<file path="config.mk">
export PLATFORM = sky130hd
export DESIGN_NAME = lcd_result_writer
export DESIGN_NICKNAME = d
export VERILOG_FILES = /design/src/rtl/lcd_result_writer.sv
export SDC_FILE = /design/constraint.sdc
export NUM_CORES = 1
export LEC_CHECK = 0
export CORE_MARGIN = 4
export CORE_UTILIZATION = 65
export DETAILED_ROUTE_END_ITERATION = 12
export PLACE_DENSITY_LB_ADDON = 0.08
export SLEW_MARGIN = 20
export SYNTH_ARGS = -nofsm -noshare
export SYNTH_HDL_FRONTEND = slang
export SYNTH_SLANG_ARGS = --single-unit
</file>
<file path="constraint.sdc">
create_clock -name clk -period 5.6 [get_ports clk]
set_input_delay 1.12 -clock clk [delete_from_list [all_inputs] [get_ports clk]]
set_output_delay 1.12 -clock clk [all_outputs]
set_load 0.01 [all_outputs]
</file>
<file path="src/rtl/lcd_result_writer.sv">
// Formats a CPU result (opcode, destination register, signed value) as two text lines
// and writes them to an HD44780-compatible character LCD over the 8-bit bus.
`timescale 1ns/1ps

module lcd_result_writer #(
    parameter int POWERUP_CYC = 750000,
    parameter int EN_CYC      = 12,
    parameter int CMD_CYC     = 2000,
    parameter int CLR_CYC     = 82000
) (
    input  logic        clk,
    input  logic        rst,
    input  logic        start,
    input  logic [2:0]  opcode,
    input  logic [3:0]  addr,
    input  logic [15:0] value,
    output logic        busy,
    output logic        done,
    output logic [7:0]  lcd_data,
    output logic        lcd_rs,
    output logic        lcd_rw,
    output logic        lcd_en,
    output logic        lcd_on
);

    typedef enum logic [2:0] {
        ST_PWRUP,
        ST_INIT,
        ST_IDLE,
        ST_CONVERT,
        ST_WRITE
    } state_t;

    typedef enum logic [1:0] {
        PH_SETUP,
        PH_EN,
        PH_WAIT
    } phase_t;

    localparam logic [31:0] PWR_LAST = 32'(POWERUP_CYC - 1);
    localparam logic [31:0] EN_LAST  = 32'(EN_CYC - 1);
    localparam logic [31:0] CMD_LAST = 32'(CMD_CYC - 1);
    localparam logic [31:0] CLR_LAST = 32'(CLR_CYC - 1);

    localparam logic [5:0] INIT_LAST_BYTE  = 6'd3;
    localparam logic [5:0] WRITE_LAST_BYTE = 6'd33;

    state_t      state_reg, state_next;
    phase_t      phase_reg, phase_next;
    logic [31:0] cnt_reg, cnt_next;
    logic [5:0]  byte_idx_reg, byte_idx_next;
    logic [1:0]  div_idx_reg, div_idx_next;
    logic [16:0] mag_reg, mag_next;
    logic [19:0] digits_reg, digits_next;
    logic [2:0]  opcode_reg, opcode_next;
    logic [3:0]  addr_reg, addr_next;
    logic        sign_reg, sign_next;
    logic        done_reg, done_next;

    logic [7:0]  cur_data;
    logic        cur_rs;
    logic [3:0]  char_pos;
    logic [31:0] wait_last;
    logic [16:0] div_val;
    logic [31:0] mnem;
    logic [7:0]  hex_chr;
    logic [7:0]  sign_chr;
    logic [7:0]  line1_chr [16];
    logic [7:0]  line2_chr [16];

    // ------------------------------------------------------------------
    // Text formatting of the captured operands
    // ------------------------------------------------------------------
    always_comb begin
        mnem = "LOAD";
        case (opcode_reg)
            3'b000:  mnem = "LOAD";
            3'b001:  mnem = "ADD ";
            3'b010:  mnem = "ADDI";
            3'b011:  mnem = "SUB ";
            3'b100:  mnem = "SUBI";
            3'b101:  mnem = "MUL ";
            3'b110:  mnem = "CLR ";
            default: mnem = "DISP";
        endcase
    end

    assign hex_chr  = (addr_reg < 4'd10) ? (8'h30 + {4'h0, addr_reg})
                                         : (8'h37 + {4'h0, addr_reg});
    assign sign_chr = sign_reg ? 8'h2D : 8'h2B;

    generate
        for (genvar gi = 0; gi < 16; gi++) begin : g_line
            if (gi < 4) begin : g_mnem
                assign line1_chr[gi] = mnem[31-8*gi -: 8];
            end else if (gi == 5) begin : g_r
                assign line1_chr[gi] = 8'h52;
            end else if (gi == 6) begin : g_hex
                assign line1_chr[gi] = hex_chr;
            end else begin : g_sp1
                assign line1_chr[gi] = 8'h20;
            end

            if (gi == 0) begin : g_eq
                assign line2_chr[gi] = 8'h3D;
            end else if (gi == 1) begin : g_sign
                assign line2_chr[gi] = sign_chr;
            end else if (gi < 7) begin : g_digit
                assign line2_chr[gi] = 8'h30 + {4'h0, digits_reg[4*(gi-2) +: 4]};
            end else begin : g_sp2
                assign line2_chr[gi] = 8'h20;
            end
        end
    endgenerate

    // ------------------------------------------------------------------
    // Byte currently presented on the bus
    // ------------------------------------------------------------------
    always_comb begin
        cur_data = 8'h00;
        cur_rs   = 1'b0;
        char_pos = 4'(byte_idx_reg - 6'd1);
        if (state_reg == ST_INIT) begin
            case (byte_idx_reg[1:0])
                2'd0:    cur_data = 8'h38;
                2'd1:    cur_data = 8'h0C;
                2'd2:    cur_data = 8'h01;
                default: cur_data = 8'h06;
            endcase
        end else if (state_reg == ST_WRITE) begin
            if (byte_idx_reg == 6'd0) begin
                cur_data = 8'h80;
            end else if (byte_idx_reg <= 6'd16) begin
                cur_rs   = 1'b1;
                cur_data = line1_chr[char_pos];
            end else if (byte_idx_reg == 6'd17) begin
                cur_data = 8'hC0;
            end else begin
                char_pos = 4'(byte_idx_reg - 6'd18);
                cur_rs   = 1'b1;
                cur_data = line2_chr[char_pos];
            end
        end
    end

    // Clear-display needs the long settle time; everything else the short one.
    assign wait_last = (!cur_rs && cur_data == 8'h01) ? CLR_LAST : CMD_LAST;

    always_comb begin
        case (div_idx_reg)
            2'd0:    div_val = 17'd10000;
            2'd1:    div_val = 17'd1000;
            2'd2:    div_val = 17'd100;
            default: div_val = 17'd10;
        endcase
    end

    // ------------------------------------------------------------------
    // State register
    // ------------------------------------------------------------------
    always_ff @(posedge clk) begin
        if (rst) begin
            state_reg    <= ST_PWRUP;
            phase_reg    <= PH_SETUP;
            cnt_reg      <= 32'd0;
            byte_idx_reg <= 6'd0;
            div_idx_reg  <= 2'd0;
            mag_reg      <= 17'd0;
            digits_reg   <= 20'd0;
            opcode_reg   <= 3'd0;
            addr_reg     <= 4'd0;
            sign_reg     <= 1'b0;
            done_reg     <= 1'b0;
        end else begin
            state_reg    <= state_next;
            phase_reg    <= phase_next;
            cnt_reg      <= cnt_next;
            byte_idx_reg <= byte_idx_next;
            div_idx_reg  <= div_idx_next;
            mag_reg      <= mag_next;
            digits_reg   <= digits_next;
            opcode_reg   <= opcode_next;
            addr_reg     <= addr_next;
            sign_reg     <= sign_next;
            done_reg     <= done_next;
        end
    end

    // ------------------------------------------------------------------
    // Next-state logic
    // ------------------------------------------------------------------
    always_comb begin
        state_next    = state_reg;
        phase_next    = phase_reg;
        cnt_next      = cnt_reg;
        byte_idx_next = byte_idx_reg;
        div_idx_next  = div_idx_reg;
        mag_next      = mag_reg;
        digits_next   = digits_reg;
        opcode_next   = opcode_reg;
        addr_next     = addr_reg;
        sign_next     = sign_reg;
        done_next     = 1'b0;

        case (state_reg)
            ST_PWRUP: begin
                if (cnt_reg == PWR_LAST) begin
                    state_next    = ST_INIT;
                    phase_next    = PH_SETUP;
                    cnt_next      = 32'd0;
                    byte_idx_next = 6'd0;
                end else begin
                    cnt_next = cnt_reg + 32'd1;
                end
            end

            ST_INIT, ST_WRITE: begin
                case (phase_reg)
                    PH_SETUP: begin
                        phase_next = PH_EN;
                        cnt_next   = 32'd0;
                    end
                    PH_EN: begin
                        if (cnt_reg == EN_LAST) begin
                            phase_next = PH_WAIT;
                            cnt_next   = 32'd0;
                        end else begin
                            cnt_next = cnt_reg + 32'd1;
                        end
                    end
                    default: begin
                        if (cnt_reg == wait_last) begin
                            cnt_next   = 32'd0;
                            phase_next = PH_SETUP;
                            if (state_reg == ST_INIT && byte_idx_reg == INIT_LAST_BYTE) begin
                                state_next = ST_IDLE;
                            end else if (state_reg == ST_WRITE && byte_idx_reg == WRITE_LAST_BYTE) begin
                                state_next = ST_IDLE;
                                done_next  = 1'b1;
                            end else begin
                                byte_idx_next = byte_idx_reg + 6'd1;
                            end
                        end else begin
                            cnt_next = cnt_reg + 32'd1;
                        end
                    end
                endcase
            end

            ST_IDLE: begin
                if (start) begin
                    state_next   = ST_CONVERT;
                    opcode_next  = opcode;
                    addr_next    = addr;
                    sign_next    = value[15];
                    mag_next     = value[15] ? (17'd0 - {1'b1, value}) : {1'b0, value};
                    digits_next  = 20'd0;
                    div_idx_next = 2'd0;
                end
            end

            ST_CONVERT: begin
                // One subtraction or one digit advance per cycle.
                if (mag_reg >= div_val) begin
                    mag_next = mag_reg - div_val;
                    digits_next[4*div_idx_reg +: 4] = digits_reg[4*div_idx_reg +: 4] + 4'd1;
                end else if (div_idx_reg == 2'd3) begin
                    digits_next[19:16] = mag_reg[3:0];
                    state_next         = ST_WRITE;
                    phase_next         = PH_SETUP;
                    cnt_next           = 32'd0;
                    byte_idx_next      = 6'd0;
                end else begin
                    div_idx_next = div_idx_reg + 2'd1;
                end
            end

            default: begin
                state_next = ST_PWRUP;
                cnt_next   = 32'd0;
            end
        endcase
    end

    // ------------------------------------------------------------------
    // Outputs
    // ------------------------------------------------------------------
    assign busy     = (state_reg != ST_IDLE);
    assign done     = done_reg;
    assign lcd_data = cur_data;
    assign lcd_rs   = cur_rs;
    assign lcd_en   = (state_reg == ST_INIT || state_reg == ST_WRITE) && (phase_reg == PH_EN);
    assign lcd_rw   = 1'b0;
    assign lcd_on   = 1'b1;

endmodule

</file>
==> run_results.csv <==
group,metric,value,unit
timing,slew_violations,0,
setup_path,max_stage_delay,0.75,ns
logic_synthesis,syn-cell-area,6560,sq um
drt,vias,6556,
setup_path,r2r_start,"div_idx_reg[0]",
drt,drt_iter0_markers,682,
timing,min_period,4.81,ns
layout,area_delta_synth_final,8.68,%
logic_synthesis,syn_avg_cell_area,7.51,sq um
clock_network,cts_setup_buffers,0,
worst_hold_path,hold_start,"mag_reg[7]",
logic_synthesis,yosysUniqueCellTypes,76,
logic_synthesis,synth-compound-area-share,23.2,%
clock_network,clk_latency,0.38,ns
clock_network,cts.sinks,91,
global_routing,grt_max_degree,65,
global_routing,grt_pass1_vias,5986,
placed_design,gp_congestion,0.937,
setup_path,cp_cell_sequence,"inv_1 > ha_1 > inv_1 > o21ai_0 > a221oi_1 > nor2_1 > o21ai_0 > a21oi_1 > a21oi_1 > o21ai_0 > clkdlybuf4s50_1",
setup_path,criticalPathCategory,"reg2out",
die,die_y,108,um
timing,relSlewSlack,25.9,%
logic_synthesis,yosysTopAreaCell,"dfxtp_1",
drt,final_antenna_net_count,0,
clock_network,cts_buffer_depth,2,
logic_synthesis,synth_fa_ha_area_share,5.65,%
drt,routed_wl,16.7,mm
placed_design,io_buffers,37,
clock_network,htree_num_levels,3,
worst_hold_path,min_path_cells,2,
logic_synthesis,synth.most_common_cell,"nand2_1",
drt,first_pass_iters,6,
logic_synthesis,async_flop_share,0,%
logic_synthesis,yosys_most_used_dff,"dfxtp_1",
die,die_w,108,um
power,cellPowerDensity,192,nW/um^2
setup_path,critPathSlowestCell,"dfxtp_1",
layout,final_util,72.6,%
die,rows,36,
logic_synthesis,ys_ff_latch,91,
clock_network,holdBufCountCts,0,
worst_hold_path,hold_end,"mag_reg[7]",
timing,hold_viol,0,
global_routing,overflow,0,
clock_network,clkTransAtPathRegs,0.09,ns
setup_path,required,4.48,ns
setup_path,r2r_setup_slack,1.25,ns
die,core_area,9820,sq um
logic_synthesis,synth_top_area_share,27.8,%
power,leakage,2.49,nW
layout,antenna_cells,0,
layout,largest_reg_flops,32,
placed_design,dp_hpwl,12.1,mm
timing,rsz0062_at_grt,"false",
setup_path,r2r-end,"mag_reg[14]",
logic_synthesis,synthSimpleGateAreaFrac,27.9,%
die,design.die.area,11800,sq um
timing,tightest_slew,1.11,ns
setup_path,path_common_cell,"o21ai_0",
logic_synthesis,yosys_warnings,0,
logic_synthesis,synthMuxAreaShare,4.88,%
global_routing,grt_pass1_wl,27.9,mm
logic_synthesis,synthXorXnorAreaFrac,5.34,%
setup_path,end_kind,"primary output",
die,pin_count,40,
drt,via_per_inst,6.47,
setup_path,cp_max_fo,18,
die,start_util,66.8,%
global_routing,grt_antenna_before_repair,0,
setup_path,critPathTopFamily,"buffers and inverters",
layout,drive_above_1_share,4.55,%
setup_path,worstPathArrival,3.69,ns
drt,wire_per_inst,16.5,um
timing,totalNegativeSetupSlack,0,ns
timing,fmax,208,MHz
logic_synthesis,synth_top_cells_by_count,"nand2_1 (105), dfxtp_1 (91), nor2_1 (84), o21ai_0 (51), a21oi_1 (50)",
layout,finalNetCount,930,
setup_path,critPathLaunch,"byte_idx_reg[1]",
layout,n_fill_cell,840,
clock_network,cts_tree,"yes",
timing,worst_clock_skew,0.0147,ns
clock_network,ctsResizeCount,0,
logic_synthesis,synth-edff-count,0,
logic_synthesis,yosysSeqAreaShare,27.8,%
setup_path,start_kind,"flop",
job,maxCapViolations,0,
logic_synthesis,synth_area_leaders,"dfxtp_1 (28%), nand2_1 (6.0%), ha_1 (5.3%)",
setup_path,r2r_cells,13,
worst_hold_path,hold_path.class,"reg2reg",
logic_synthesis,synth_top_family_by_area,"simple AND/OR/NAND/NOR gates",
drt,drcViolationCount,0,
logic_synthesis,synth_cells,873,
timing,setup_violations,0,
logic_synthesis,synth_nets,928,
setup_path,cp_num_buf_inv,3,
clock_network,clockRootBuffer,"clkbuf_8",
clock_network,numCtsBuffers,9,
global_routing,grt_usage,28.8,%
status,status,"complete, no violations",
power,vdd_drop_max,0.000107,V
timing,finalCritPeriodShare,85.8,%
worst register-to-register path: stages (launching register included):
cell	delay, ns
dfxtp_1	0.66
inv_1	0.21
ha_1	0.31
o21ai_0	0.29
ha_1	0.36
nand3_1	0.13
nor4bb_1	0.45
o221ai_1	0.27
o21ai_1	0.18
buf_4	0.22
and2_1	0.59
or4_1	0.21
mux2i_1	0.07
a311o_1	0.31
stage by stage:
step	area (sq um)	hold WS, ns	total power [mW]	instances	setup WS (ns)
2_1_floorplan	6560	0.431	0.806	873	1.99
3_3_place_gp	6890	0.452	0.851	997	1.41
3_5_place_dp	6890	0.462	0.858	997	1.28
4_1_cts	7130	0.477	1.37	1013	0.849
5_1_grt	7130	0.509	1.42	1013	0.463
6_report	7130	0.475	1.37	1013	0.795
layer usage:
metal	routed length (um)	vias to the layer above	track usage, %
met2	7660	299	46.6
met5	0	-	0
li1	-	3167	-
met1	7320	3041	38.0
met3	1250	49	4.96
met4	498	0	12.0
where the power goes:
group / total (mW) / leakage [nW] / switching [mW] / internal [mW]
logic: 0.182 / 1.64 / 0.110 / 0.0720
clock network: 0.524 / 0.116 / 0.247 / 0.277
registers: 0.665 / 0.733 / 0.0109 / 0.654
total: 1.37 / 2.49 / 0.368 / 1.00
how the worst max path moves through the flow:
stage               cells after the start           end  slack [ns]
floorplan                              13  state_reg[0]        1.99
global placement                       11   lcd_data[2]        1.41
detailed placement                     11   lcd_data[2]        1.28
CTS                                    11   lcd_data[2]        0.85
global route                           11   lcd_data[2]        0.46
finish                                 11   lcd_data[2]        0.79
cells by family after synthesis:
logic type	after synthesis
AO/OA/AOI/OAI	230
multiplexers	27
AND/OR/NAND/NOR	374
other	2
adder cells (fa/ha/maj)	29
buffers and inverters	80
flip-flops	91
XOR/XNOR	40
area by class of cell:
class,count,area (sq um),share of cell area (%)
clock buffers,11,151,2.12
inverters,31,116,1.63
clock inverters,5,85.1,1.19
multi-input cells,702,4400,61.7
flip-flops and latches,91,1820,25.6
repair buffers,40,390,5.48
well taps,133,166,2.33
cell usage in the layout, fill, tap and decap left out, types with 8 or more instances in the layout:
cell	count
nand4_1	14
xnor2_1	23
o21ai_0	51
inv_1	30
and2_1	10
a21o_1	13
clkbuf_8	11
dfxtp_1	91
a211oi_1	18
nand3_1	47
nor2b_1	12
nor3_1	29
mux2i_1	23
xor2_1	17
nand2b_1	13
ha_1	28
nor4_1	8
and3_1	11
nand2_1	105
or3_1	9
o311ai_1	11
nor2_1	84
o211ai_1	12
clkdlybuf4s50_1	36
a21oi_1	50
o21ai_1	8
(Power assumes the default switching activity.)
